`src/rtl/pipe_hazard_unit.sv`:
```
// Hazard and forwarding controller for a 5-stage IF/ID/EX/MEM/WB pipeline.
// A shadow pipeline of destination/control tags for EX, MEM and WB drives
// registered EX operand forwarding selects, a WB->ID register-file bypass,
// a one-cycle load-use stall and branch-taken flushes, plus saturating
// event counters. Register 0 is hard-wired zero and never matches.
module pipe_hazard_unit #(
  parameter int REG_ADDR_W = 5,
  parameter int CNT_W      = 16
) (
  input  logic                  clk,
  input  logic                  reset,
  input  logic                  id_valid,
  input  logic [REG_ADDR_W-1:0] id_rs,
  input  logic [REG_ADDR_W-1:0] id_rt,
  input  logic                  id_uses_rs,
  input  logic                  id_uses_rt,
  input  logic [REG_ADDR_W-1:0] id_dest,
  input  logic                  id_regwrite,
  input  logic                  id_memread,
  input  logic                  branch_taken_mem,
  output logic                  stall,
  output logic                  flush_if_id,
  output logic                  flush_id_ex,
  output logic                  flush_ex_mem,
  output logic [1:0]            fwd_a_sel,
  output logic [1:0]            fwd_b_sel,
  output logic                  wb_bypass_a,
  output logic                  wb_bypass_b,
  output logic [CNT_W-1:0]      stall_count,
  output logic [CNT_W-1:0]      flush_count
);

  // Forwarding select encoding for the EX operand muxes.
  localparam logic [1:0] SEL_IDEX  = 2'd0;
  localparam logic [1:0] SEL_EXMEM = 2'd1;
  localparam logic [1:0] SEL_WB    = 2'd2;

  typedef struct packed {
    logic                  valid;
    logic [REG_ADDR_W-1:0] dest;
    logic                  regwrite;
    logic                  memread;
  } tag_t;

  localparam tag_t BUBBLE = '0;

  tag_t ex_tag;
  tag_t mem_tag;
  tag_t wb_tag;
  tag_t id_tag;

  logic       use_a;
  logic       use_b;
  logic       load_use;
  logic [1:0] fwd_a_nxt;
  logic [1:0] fwd_b_nxt;

  // True when a shadow entry will write register r (r0 never counts).
  function automatic logic writes(input tag_t t, input logic [REG_ADDR_W-1:0] r);
    return t.valid && t.regwrite && (t.dest == r) && (r != '0);
  endfunction

  // Decode the ID instruction's operand usage, hazards and flushes.
  always_comb begin
    id_tag.valid    = id_valid;
    id_tag.dest     = id_dest;
    id_tag.regwrite = id_regwrite;
    id_tag.memread  = id_memread;

    use_a = id_valid && id_uses_rs;
    use_b = id_valid && id_uses_rt;

    // A load in EX cannot forward its data to an ID consumer in time.
    load_use = ex_tag.valid && ex_tag.memread &&
               ((use_a && writes(ex_tag, id_rs)) ||
                (use_b && writes(ex_tag, id_rt)));

    // A taken branch squashes the whole younger pipeline, so it overrides
    // the load-use stall (the consumer is being thrown away anyway).
    stall        = load_use && !branch_taken_mem;
    flush_if_id  = branch_taken_mem;
    flush_ex_mem = branch_taken_mem;
    flush_id_ex  = branch_taken_mem || load_use;

    wb_bypass_a = use_a && writes(wb_tag, id_rs);
    wb_bypass_b = use_b && writes(wb_tag, id_rt);
  end

  // Next forwarding selects for the instruction entering EX; newer stage wins.
  always_comb begin
    fwd_a_nxt = SEL_IDEX;
    fwd_b_nxt = SEL_IDEX;
    if (!flush_id_ex) begin
      if (use_a) begin
        if (writes(ex_tag, id_rs))       fwd_a_nxt = SEL_EXMEM;
        else if (writes(mem_tag, id_rs)) fwd_a_nxt = SEL_WB;
      end
      if (use_b) begin
        if (writes(ex_tag, id_rt))       fwd_b_nxt = SEL_EXMEM;
        else if (writes(mem_tag, id_rt)) fwd_b_nxt = SEL_WB;
      end
    end
  end

  // Advance the shadow pipeline and register the forwarding selects.
  always_ff @(posedge clk) begin
    if (reset) begin
      ex_tag    <= BUBBLE;
      mem_tag   <= BUBBLE;
      wb_tag    <= BUBBLE;
      fwd_a_sel <= SEL_IDEX;
      fwd_b_sel <= SEL_IDEX;
    end else begin
      ex_tag    <= flush_id_ex ? BUBBLE : id_tag;
      mem_tag   <= branch_taken_mem ? BUBBLE : ex_tag;
      wb_tag    <= mem_tag;
      fwd_a_sel <= fwd_a_nxt;
      fwd_b_sel <= fwd_b_nxt;
    end
  end

  // Saturating stall and branch-flush event counters.
  always_ff @(posedge clk) begin
    if (reset) begin
      stall_count <= '0;
      flush_count <= '0;
    end else begin
      if (stall && (stall_count != '1))
        stall_count <= stall_count + CNT_W'(1);
      if (branch_taken_mem && (flush_count != '1))
        flush_count <= flush_count + CNT_W'(1);
    end
  end

endmodule

```
`config.mk`:
```
export PLATFORM = sky130hd
export DESIGN_NAME = pipe_hazard_unit
export DESIGN_NICKNAME = d
export VERILOG_FILES = /design/src/rtl/pipe_hazard_unit.sv
export SDC_FILE = /design/constraint.sdc
export NUM_CORES = 1
export LEC_CHECK = 0
export ABC_AREA = 1
export CAP_MARGIN = 30
export CORE_AREA = 2 2 94 105
export CTS_CLUSTER_SIZE = 20
export DETAILED_ROUTE_END_ITERATION = 7
export DIE_AREA = 0 0 96 107
export MAX_ROUTING_LAYER = met4
export SYNTH_ARGS = -nofsm -noshare
export SYNTH_HDL_FRONTEND = slang
export SYNTH_SLANG_ARGS = --single-unit
```
`constraint.sdc`:
```
create_clock -name clk -period 1.6 [get_ports clk]
set_input_delay 0.24 -clock clk [delete_from_list [all_inputs] [get_ports clk]]
set_output_delay 0.24 -clock clk [all_outputs]
set_load 0.03 [all_outputs]
```
=== Yosys cells after proc, flatten, opt, wreduce, memory -nomap -nowiden ===
Index checks and enable logic that the tools add are counted.

* Register bits: 58
* Input bits: 23
* Output and inout port bits: 42
* Word-level logic and storage cells: 69

* Add/subtract/negate cells: 2
* Eq/ne operators: 8
* Muxes and demuxes: 4
* Bitwise operators: 2
* Reductions and logical operators: 37

{| class="wikitable"
|+ Operators by type and width
! kind !! number
|-
| $add A16 B1 Y16 const B || 2
|-
| $ne A16 B16 Y1 const B || 2
|-
| $eq A5 B5 Y1 || 6
|-
| $logic_and A1 B1 Y1 || 26
|-
| $reduce_bool A5 Y1 || 2
|-
| $reduce_or A4 Y1 || 2
|-
| $reduce_or A3 Y1 || 2
|-
| $mux W2 || 2
|-
| $reduce_or A2 Y1 || 2
|-
| $logic_or A1 B1 Y1 || 2
|-
| $mux W1 || 2
|-
| $not A1 Y1 || 2
|-
| $logic_not A1 Y1 || 1
|}

=== Longest topological paths before layout ===
Gate-level depths: netlist (run 1).

* Depth in word-level cells: 8
* Gate-level depth with buffers: 13
* Gate-level depth less buffers: 12

=== Least setup slack after synthesis (run 1) ===
Ideal clock, no wire load.

* Path type: input-to-output
* From: in id_valid
* To: out wb_bypass_a
* Data arrival time: 1.580 ns
* Required time: 1.360 ns
* Path slack: -0.220 ns
* Stages on the path: 6
* Buffers on the path: 0
* Path through: nand2_1 -> inv_1 -> o21ai_0 -> a211oi_1 -> nand3_1 -> nor4_1

* Longest elaborated chain between the ends: 2

{| class="wikitable"
|+ RTL lines
! item !! RTL line !! RTL
|-
| from (decl) || 12 || <nowiki>input logic id_valid,</nowiki>
|-
| $logic_and A1 B1 Y1 || 70 || <nowiki>use_a = id_valid && id_uses_rs;</nowiki>
|-
| $logic_and A1 B1 Y1 || 85 || <nowiki>wb_bypass_a = use_a && writes(wb_tag, id_rs);</nowiki>
|-
| to (decl) || 27 || <nowiki>output logic wb_bypass_a,</nowiki>
|}

No other way between the ends.

=== Worst setup path after layout (run 1) ===
* From: reg ex_tag[3] in the netlist's numbering
* To: out stall

* Longest elaborated chain between the ends: 7
* Elaborated cells between the ends (all ways): 11
* Those cells by class: eq/ne (2); reduce/logical (9)

{| class="wikitable"
|+ RTL lines
! item !! RTL line !! RTL
|-
| from (decl) || 47 || <nowiki>tag_t ex_tag;</nowiki>
|-
| from (signal assigned) || 114 || <nowiki>ex_tag <= flush_id_ex ? BUBBLE : id_tag;</nowiki>
|-
| $eq A5 B5 Y1 || 60 || <nowiki>return t.valid && t.regwrite && (t.dest == r) && (r != '0);</nowiki>
|-
| $logic_and A1 B1 Y1 (2 in series) || 60 ||
|-
| $logic_and A1 B1 Y1 (on tied branches) || 75, 76 ||
|-
| $logic_or A1 B1 Y1 (*) || 75 || <nowiki>((use_a && writes(ex_tag, id_rs)) ||</nowiki>
|-
| $logic_and A1 B1 Y1 (*) || 74 || <nowiki>load_use = ex_tag.valid && ex_tag.memread &&</nowiki>
|-
| $logic_and A1 B1 Y1 (*) || 80 || <nowiki>stall = load_use && !branch_taken_mem;</nowiki>
|-
| to (decl) || 21 || <nowiki>output logic stall,</nowiki>
|}

Every way passes the cells marked *; elsewhere a longest branch is shown, timed or not.

==> results of run 1 <==
## metal layers
layer / track usage, % / wire (um) / part of all wire (%) / vias up
li1: - / - / - / 1731
met4: 8.78 / 155 / 1.8 / 0
met5: - / 0 / 0 / -
met2: 29.3 / 4350 / 49 / 55
met1: 22.2 / 4020 / 46 / 1449
met3: 3.30 / 283 / 3.2 / 11
## flip-flops by register name (all words and copies together), names as in the netlist
signal	count
mem_tag	7
fwd_b_sel	2
wb_tag	7
fwd_a_sel	2
flush_count	16
ex_tag	8
stall_count	16
## worst max-delay path: stages (launching register included)
cell     delay [ns]
dfxtp_2        0.35
inv_1          0.08
nand2_1        0.06
nand3_1        0.10
nor2_2         0.14
nand3_2        0.13
nand2_4        0.11
nand2_4        0.07
nor2_4         0.09
buf_6          0.13
## path summary, 6_finish.rpt
| check | to | slack, ns | start |
|---|---|---|---|
| min | ex_tag[7]$_SDFF_PP0_ | 0.27 | id_valid |
| max reg2reg | stall_count[5]$_SDFFE_PP0P_ | -0.18 | ex_tag[3]$_SDFF_PP0_ |
| max | stall | -0.25 | ex_tag[3]$_SDFF_PP0_ |
| min reg2reg | wb_tag[1]$_SDFF_PP0_ | 0.41 | mem_tag[1]$_SDFF_PP0_ |
## where the power goes
part	switching, W	internal (W)
Sequential	0.0000184	0.00146
Combinational	0.000195	0.000197
Clock	0.000576	0.000630
Total	0.000790	0.00229
## area by class of cell
class	count	area [sq um]
multi-input cells	307	1770
inverters	91	342
repair buffers	139	1210
flip-flops and latches	58	1190
clock inverters	3	15.0
clock buffers	12	155
fillers	908	4380
well taps	117	146
## synthesized netlist by cell type, types with 8 or more instances
| cell type | number | area share, % |
|---|---|---|
| nand4_1 | 10 | 2.0 |
| o21bai_1 | 11 | 2.6 |
| nand3_1 | 17 | 2.7 |
| inv_2 | 9 | 1.1 |
| inv_1 | 81 | 9.7 |
| nor2_1 | 78 | 9.3 |
| nand4_2 | 10 | 4.0 |
| o21ai_0 | 9 | 1.4 |
| xnor2_1 | 8 | 2.2 |
| a21oi_1 | 15 | 2.4 |
| dfxtp_1 | 58 | 37 |
| nand2_1 | 105 | 13 |
## per-stage QoR
stage / worst slack, ns / instance area, sq um
2_1_floorplan: 0.00327 / 3170
5_1_grt: -0.390 / 4830
3_5_place_dp: -0.460 / 4330
4_1_cts: -0.287 / 4610
3_3_place_gp: -0.396 / 4330
6_report: -0.253 / 4830
## logic make-up (layout without fill, tap and decap cells)
| logic type | after synthesis | in the layout | synth area share, % |
|---|---|---|---|
| adder cells (fa/ha/maj) | 2 | 2 | 0.794 |
| buffers and inverters | 100 | 245 | 13.0 |
| XOR/XNOR | 15 | 15 | 4.17 |
| flip-flops | 58 | 58 | 36.9 |
| AO/OA/AOI/OAI | 47 | 47 | 9.06 |
| AND/OR/NAND/NOR | 243 | 243 | 36.1 |
## repair_timing
item,in CTS,in global routing
resized for setup,70,48
gates cloned,0,1
pin swaps,16,16
setup buffers,14,5
setup endpoints to repair,62,45
## placed cells by master (no fill, tap or decap), types with 6 or more instances in the layout
cell             count
nand2_2              7
nor2_2               8
dlygate4sd2_1       41
o21ai_0              6
nand3_1             15
nand4_2             10
dfxtp_1             41
nand2_4              6
buf_4               72
inv_1               76
xor2_1               7
inv_2               14
clkbuf_8            11
a21oi_1             12
nand2_1             94
dfxtp_2             13
nor2_1              73
o21bai_1            11
clkdlybuf4s50_1     12
nand4_1             10
==> reports/metrics.yaml, run 1 <==
hold_path:
  hp-class: "in -> reg"
  hold-path-cell-count: 4
drt:
  drc_errors: 0
  via_per_inst: 4.46
  dr.pass1.iters: 4
  postRouteAntennaNets: 0
  routed_wl_um: 8820
  drtIter0Drc: 110
  routedWlPerCell_um: 12.1
  num_vias: 3246
sta:
  fmax_mhz: 540
  worstMarginPinSlew_ns: 0.333
  fin_tns_setup_ns: -1.99
  setup_viol: 18
  slew_headroom_pct: 77.6
  finalCritPeriodShare_pct: 116
  hold_viol_final: 0
  fin_crit_ns: 1.85
  fin_hold_ws_ns: 0.268
  worst_slack_ns: -0.253
  rsz0062_at_grt: "true"
  clock_skew_ns: 0.00835
  maxSlewViolCount: 0
floorplan:
  fp-row-count: 37
  dieArea_sq_um: 10300
  core_sq_um: 9210
  die_width_um: 96
  io_pins: 65
  start_util_pct: 34.2
  die_h_um: 107
yosys:
  ys.flop_type: "dfxtp_1"
  synth_cells: 465
  ys_types: 35
  ys.warnings.count: 0
  synth_edf_count: 0
  synth_area_sq_um: 3150
  synth_seq_cells: 58
  postSynthAreaPerCell_sq_um: 6.78
  yosysSeqAreaShare_pct: 36.9
  synth_fp_nets: 490
  async_flop_share_pct: 0
power_and_ir_drop:
  p_leak_nw: 2.40
  vdd_drop_max_v: 0.000376
  p_per_area_nw_per_um2: 636
  p_total_w: 0.00308
placed_design:
  gp_congestion: 1.04
  post-dp-hpwl_um: 6450
  place_inst: 692
  io_buffers: 64
final_layout:
  n_antenna_cell: 0
  fin_cells: 727
  drive_gt1_share_pct: 30.2
  final_util_pct: 52.5
  area_delta_synth_final_pct: 53.4
  fin_nets: 631
worst_setup_path:
  path_max_fanout: 3
  start_kind: "register"
  r2r_cells: 11
  path_class: "reg -> out"
  cp.required_ns: 1.36
  cp_data_arrival_time_ns: 1.61
  end_kind: "output pin"
clock_tree:
  clkSlewWorstSetupHoldPaths_ns: 0.07
  clock-sinks: 58
  clock_latency_ns: 0.34
  hold_buffers: 0
  cts.path.max_buffers: 2
  cts_tree: "built"
  numCtsBuffers: 9
  cts_root_buf: "clkbuf_8"
  cts.htree.levels: 3
grt:
  track_usage_pct: 18.4
  grt.overflow.total: 0
  first_global_vias: 3121
  grt_max_degree: 18
  antenna_found_initial: 0
  grt_pass1_wl_um: 14400
outcome:
  status: "finished with violations"
  failed_checks: "setup timing"
flow_run:
  drv_cap: 0
(Power assumes the default switching activity.)
==> run 2: changes to the inputs <==
--- a/config.mk
+++ b/config.mk
@@ -8,6 +8,7 @@
 export ABC_AREA = 1
 export CAP_MARGIN = 30
 export CORE_AREA = 2 2 94 105
+export CTS_BUF_LIST = sky130_fd_sc_hd__clkbuf_4 sky130_fd_sc_hd__clkbuf_8
 export CTS_CLUSTER_SIZE = 20
 export DETAILED_ROUTE_END_ITERATION = 7
 export DIE_AREA = 0 0 96 107
==> run 2 against run 1 <==
Compared with the run above: the run still ends with setup timing left; global-route usage is the same; critical endpoint unchanged; highest routed layer unchanged; clock skew unchanged; first-iteration DRC count unchanged.
==> reports/metrics.yaml, run 2 (synthesized netlist as in run 1, its figures left out) <==
final_layout:
  layout_commonest_cell: "nand2_1"
  largest_registers: "flush_count (16), stall_count (16), ex_tag (8)"
  area_delta_synth_final_pct: 53.5  # about the same
  final_cell_mix: "nand2_1, inv_1, nor2_1"
  design_area_sq_um: 4840  # about the same
  n_antenna_cell: 0  # unchanged
  fin_nets: 631  # unchanged
  drive_gt1_share_pct: 30.3  # +0.16 points
grt:
  grt.overflow.total: 0  # unchanged
  grt_max_degree: 18  # unchanged
  antenna_found_initial: 0  # unchanged
  grt_pass1_wl_um: 14400  # unchanged
  track_usage_pct: 18.4  # unchanged
  first_global_vias: 3121  # unchanged
worst_setup_path:
  path_class: "reg -> out"
  critPathBufInv: 2  # unchanged
  timing.critical_path.mode_cell: "nand2_4"
  start_kind: "register"
  path_max_fanout: 3  # unchanged
  max_stage_delay_ns: 0.35  # about the same
  cp.depth: 9  # unchanged
  cp_data_arrival_time_ns: 1.61  # about the same
  cp_top_family: "simple AND/OR/NAND/NOR gates"
  cp_cell_sequence: "inv_1 -> nand2_1 -> nand3_1 -> nor2_2 -> nand3_2 -> nand2_4 -> nand2_4 -> nor2_4 -> buf_6"
  critPathSlowestCell: "dfxtp_2"
  cp.required_ns: 1.36  # about the same
  r2r_cells: 11  # unchanged
  end_kind: "output pin"
sta:
  maxSlewViolCount: 0  # unchanged
  worst_slack_ns: -0.253  # +0.000417 ns
  fin_crit_ns: 1.85  # -0.000417 ns
  worstMarginPinSlew_ns: 0.333  # unchanged
  clock_skew_ns: 0.00835  # unchanged
  setup_viol: 18  # unchanged
  rsz0062_at_grt: "true"
  hold_viol_final: 0  # unchanged
  fin_hold_ws_ns: 0.268  # -0.00000100 ns
  fmax_mhz: 540  # about the same
  slew_headroom_pct: 77.6  # unchanged
  finalCritPeriodShare_pct: 116  # about the same
placed_design:
  post-dp-hpwl_um: 6450  # unchanged
  gp_congestion: 1.04  # unchanged
  io_buffers: 64  # unchanged
  postPlaceCellArea_sq_um: 4330  # unchanged
  post-place-ws_ns: -0.460  # unchanged
power_and_ir_drop:
  vdd_drop_max_v: 0.000376  # about the same
  p_per_area_nw_per_um2: 639  # +0.46%
  p_leak_nw: 2.40  # +0.14%
  p_total_w: 0.00309  # +0.53%
outcome:
  status: "finished with violations"
  failed_checks: "setup timing"
clock_tree:
  cts.path.max_buffers: 2  # unchanged
  clock_latency_ns: 0.34  # about the same
  clock-sinks: 58  # unchanged
  clkSlewWorstSetupHoldPaths_ns: 0.07  # about the same
  cts_root_buf: "clkbuf_8"
  numCtsBuffers: 9  # unchanged
  cts_tree: "built"
  cts.htree.levels: 3  # unchanged
  hold_buffers: 0  # unchanged
floorplan:
  io_pins: 65  # unchanged
  dieArea_sq_um: 10300  # unchanged
  start_util_pct: 34.2  # unchanged
  die_width_um: 96  # unchanged
  fp-row-count: 37  # unchanged
  core_sq_um: 9210  # unchanged
  die_h_um: 107  # unchanged
drt:
  via_per_inst: 4.46  # unchanged
  num_vias: 3246  # unchanged
  drtIter0Drc: 110  # unchanged
  routedWlPerCell_um: 12.1  # about the same
  routed_wl_um: 8810  # about the same
  dr.pass1.iters: 4  # unchanged
  postRouteAntennaNets: 0  # unchanged
  drc_errors: 0  # unchanged
hold_path:
  hp-class: "in -> reg"
  hold-path-cell-count: 4  # unchanged
flow_run:
  drv_cap: 0  # unchanged
## run 2: cell counts in the layout (fill, tap and decap cells not counted)
Identical to the previous run, type by type.
## run 2: worst paths after layout
check / end / slack [ns] / start
max reg2reg: stall_count[5]$_SDFFE_PP0P_ / -0.17 / ex_tag[3]$_SDFF_PP0_
max: stall / -0.25 / ex_tag[3]$_SDFF_PP0_
min reg2reg: wb_tag[1]$_SDFF_PP0_ / 0.41 / mem_tag[1]$_SDFF_PP0_
min: ex_tag[7]$_SDFF_PP0_ / 0.27 / id_valid
## run 2: timing repair
| item | 4_1_cts | 5_1_grt |
|---|---|---|
| pin swaps | 16 | 16 |
| cloned | 0 | 1 |
| setup endpoints to repair | 62 | 45 |
| buffers inserted | 14 | 5 |
| gates resized for setup | 70 | 48 |
## run 2: metal layers
layer / GRT usage, % / up-vias / part of all wire [%]
met5: - / - / 0
met4: 8.78 / 0 / 1.8
met3: 3.30 / 11 / 3.2
met2: 29.3 / 55 / 49
met1: 22.2 / 1449 / 46
li1: - / 1731 / -
## run 2: per-stage QoR
stage / setup TNS (ns) / util [%] / std cells
final: -1.98 / 52.5 / 727
after CTS: -2.35 / 50.1 / 721
after detailed placement: -13.08 / 47.0 / 692
after global placement: -11.36 / 47.0 / 692
after global routing: -5.87 / 52.5 / 727
after floorplan: 0 / - / 465
## run 2: tightest hold or removal path: cells and delay by family
family | cells | cell delay, ns
and+or+nand+nor | 1 | 0.03
buffers and inverters | 3 | 0.30
## run 2: area by class of cell
class                      instances  area, sq um
clock buffer                      12          159
clock inverter                     3         15.0
fill                             908         4380
inverter                          91          342
multi-input combinational        307         1770
sequential                        58         1190
tap                              117          146
timing repair buffer             139         1210
## run 2: power breakdown
part           switching, W  total (W)  internal, W  leakage (nW)
clock network      0.000575    0.00122     0.000647        0.0954
registers         0.0000184    0.00148      0.00146         0.478
logic              0.000195   0.000392     0.000197          1.83
total              0.000789    0.00309      0.00230          2.40
==> run 3: changes to the inputs <==
--- a/config.mk
+++ b/config.mk
@@ -7,11 +7,11 @@
 export LEC_CHECK = 0
 export ABC_AREA = 1
 export CAP_MARGIN = 30
-export CORE_AREA = 2 2 94 105
+export CORE_AREA = 2 2 104 96
 export CTS_BUF_LIST = sky130_fd_sc_hd__clkbuf_4 sky130_fd_sc_hd__clkbuf_8
 export CTS_CLUSTER_SIZE = 20
 export DETAILED_ROUTE_END_ITERATION = 7
-export DIE_AREA = 0 0 96 107
+export DIE_AREA = 0 0 106 98
 export MAX_ROUTING_LAYER = met4
 export SYNTH_ARGS = -nofsm -noshare
 export SYNTH_HDL_FRONTEND = slang
==> run 3 against run 2 <==
Compared with the run above: the run still ends with setup timing left; critical path type unchanged; highest routed layer unchanged; largest power group unchanged; global-route usage shrank 0.66 points; utilization decreased by 0.78 points; largest cell class unchanged; via count rose by 1.6%; hold slack better by 0.15 ns; final area increased by 0.54%; clock power rose by 9%; sequential power about the same; critical endpoint unchanged.
==> reports/metrics.yaml, run 3 (synthesized netlist as in run 1, its figures left out) <==
floorplan:
  core_sq_um: 9400  # +2.1%
  die_width_um: 106  # +10%
  dieArea_sq_um: 10400  # +1.1%
  start_util_pct: 33.5  # -0.69 points
  die_h_um: 98  # -8.4%
  io_pins: 65  # unchanged
  fp-row-count: 34  # -8.1%
worst_setup_path:
  critPathSlowestCell: "dfxtp_2"
  cp_cell_sequence: "inv_1 -> nand2_1 -> nand3_1 -> nor2_2 -> nand3_2 -> nand2_4 -> nand2_4 -> nor2_4 -> buf_6"
  cp.required_ns: 1.36  # about the same
  r2r_cells: 11  # unchanged
  critPathBufInv: 2  # unchanged
  timing.rr.start: "ex_tag[3]$_SDFF_PP0_"
  cp_data_arrival_time_ns: 1.61  # about the same
  timing.critical_path.mode_cell: "nand2_4"
  cp_top_family: "simple AND/OR/NAND/NOR gates"
  r2r_end: "stall_count[6]$_SDFFE_PP0P_"
  path_class: "reg -> out"
  start_kind: "register"
  cp.depth: 9  # unchanged
  path_max_fanout: 3  # unchanged
  end_kind: "output pin"
  max_stage_delay_ns: 0.35  # about the same
  crit_start: "ex_tag[3]$_SDFF_PP0_"
  regToRegSetupSlack_ns: -0.12  # +0.05 ns
  critPathCapture: "stall"
power_and_ir_drop:
  vdd_drop_max_v: 0.000332  # -12%
  seq_power_share_pct: 46.5  # -1.3 points
  p_total_w: 0.00319  # +3.1%
  internal_power_w: 0.00240  # +4.0%
  p_sw_w: 0.000793  # +0.55%
  power.share.clock_pct: 41.7  # +2.2 points
  p_per_area_nw_per_um2: 656  # +2.6%
  p_leak_nw: 2.38  # -0.74%
  power.share.switching_pct: 24.9  # -0.64 points
  pwr-share-comb_pct: 11.8  # -0.9 points
placed_design:
  post-place-ws_ns: -0.420  # +0.0396 ns
  io_buffers: 64  # unchanged
  post-dp-hpwl_um: 6580  # +2.0%
  gp_congestion: 0.931  # -10%
  place_inst: 703  # +1.6%
  postPlaceCellArea_sq_um: 4370  # +0.90%
sta:
  worstMarginPinSlew_ns: 0.332  # -0.000611 ns
  rsz0062_at_grt: "true"
  hold_viol_final: 0  # unchanged
  clock_skew_ns: 0.00986  # +0.00150 ns
  fin_tns_setup_ns: -2.75  # -0.762 ns
  slew_headroom_pct: 77.8  # +0.21 points
  finalCritPeriodShare_pct: 115  # -0.33 points
  setup_viol: 30  # +12
  fin_crit_ns: 1.85  # -0.00535 ns
  fmax_mhz: 541  # +0.29%
  maxSlewViolCount: 0  # unchanged
  worst_slack_ns: -0.247  # +0.00535 ns
drt:
  dr.pass1.iters: 4  # unchanged
  num_vias: 3297  # +1.6%
  drc_errors: 0  # unchanged
  postRouteAntennaNets: 0  # unchanged
  drtIter0Drc: 106  # -3.6%
  routed_wl_um: 8700  # -1.3%
  via_per_inst: 4.50  # +0.74%
  routedWlPerCell_um: 11.9  # -2.1%
final_layout:
  fin_nets: 627  # -0.63%
  multi_input_area_sq_um: 1790  # +1.1%
  layout_commonest_cell: "nand2_1"
  area_delta_synth_final_pct: 54.4
  final_cell_mix: "nand2_1, inv_1, nor2_1"
  largest_registers: "flush_count (16), stall_count (16), ex_tag (8)"
  drive_gt1_share_pct: 29.2  # -1.2 points
  n_antenna_cell: 0  # unchanged
  fin_cells: 733  # +0.83%
  regArea_sq_um: 1180  # -0.73%
  fill_cells: 940  # +3.5%
  design_area_sq_um: 4860  # +0.54%
clock_tree:
  hold_buffers: 0  # unchanged
  cts_tree: "built"
  cts.path.max_buffers: 2  # unchanged
  cts.htree.levels: 3  # unchanged
  clock-sinks: 58  # unchanged
  clkSlewWorstSetupHoldPaths_ns: 0.06  # about the same
  cts_root_buf: "clkbuf_8"
  numCtsBuffers: 9  # unchanged
  clock_latency_ns: 0.33  # about the same
grt:
  busiest_layer: "met2"
  grt_max_degree: 19  # +1
  antenna_found_initial: 0  # unchanged
  use_met1_pct: 22.3  # +0.099 points
  grt_pass1_wl_um: 14500  # +0.38%
  first_global_vias: 3211  # +2.9%
  grt_util_met3_pct: 3.34  # +0.035 points
  track_usage_pct: 17.7  # -0.66 points
  grt.overflow.total: 0  # unchanged
  grtUsageMet2_pct: 29.0  # -0.33 points
outcome:
  status: "finished with violations"
  failed_checks: "setup timing"
flow_run:
  drv_cap: 0  # unchanged
hold_path:
  hp-class: "reg -> reg"
-- run 3: tightest hold or removal path: stages, from the launching register on --
cell and delay [ns]:
dfxtp_1 0.31, inv_1 0.05, nor2_1 0.03
-- run 3: area by class of cell --
| cell class | instances | area share (%) |
|---|---|---|
| clock inverters | 5 | 1.13 |
| multi-input cells | 307 | 36.8 |
| well taps | 126 | 3.24 |
| inverters | 91 | 7.07 |
| clock buffers | 11 | 2.86 |
| flip-flops and latches | 58 | 24.3 |
| repair buffers | 135 | 24.6 |
-- run 3: power by group through the flow --
stage | logic [W] | clock network, W | registers [W]
global route | 0.000410 | 0.00144 | 0.00148
floorplan | 0.000149 | 0 | 0.00152
detailed placement | 0.000350 | 0 | 0.00151
CTS | 0.000349 | 0.00139 | 0.00148
global placement | 0.000348 | 0 | 0.00151
finish | 0.000376 | 0.00133 | 0.00148
-- run 3: how the worst min path moves through the flow --
| stage | start | end | slack (ns) | cells after the start |
|---|---|---|---|---|
| 2_1_floorplan | id_memread | ex_tag[0]$_SDFF_PP0_ | 0.35 | 2 |
| 3_3_place_gp | mem_tag[1]$_SDFF_PP0_ | wb_tag[1]$_SDFF_PP0_ | 0.41 | 2 |
| 6_report | mem_tag[7]$_SDFF_PP0_ | wb_tag[7]$_SDFF_PP0_ | 0.41 | 2 |
| 4_1_cts | id_dest[1] | ex_tag[3]$_SDFF_PP0_ | 0.40 | 3 |
| 5_1_grt | id_dest[3] | ex_tag[5]$_SDFF_PP0_ | 0.41 | 3 |
| 3_5_place_dp | mem_tag[7]$_SDFF_PP0_ | wb_tag[7]$_SDFF_PP0_ | 0.42 | 2 |
-- run 3: repair_timing --
action / 4_1_cts / 5_1_grt
resized for setup: 69 / 48
pin swaps: 15 / 10
buffers inserted: 8 / 5
setup endpoints to repair: 51 / 47
gates cloned: 0 / 1
-- run 3: metrics by stage --
stage               utilization, %  hold WS, ns
floorplan                        -        0.352
global placement              46.4        0.411
detailed placement            46.4        0.416
CTS                           49.4        0.397
global route                  51.7        0.410
finish                        51.7        0.413
-- run 3: metal layers --
metal  wire length [um]  part of all wire [%]  vias to the layer above
met5                  0                     0                        -
met4                111                   1.3                        0
met3                331                   3.8                       11
met2               4050                    47                       63
met1               4210                    48                     1500
li1                   -                     -                     1723
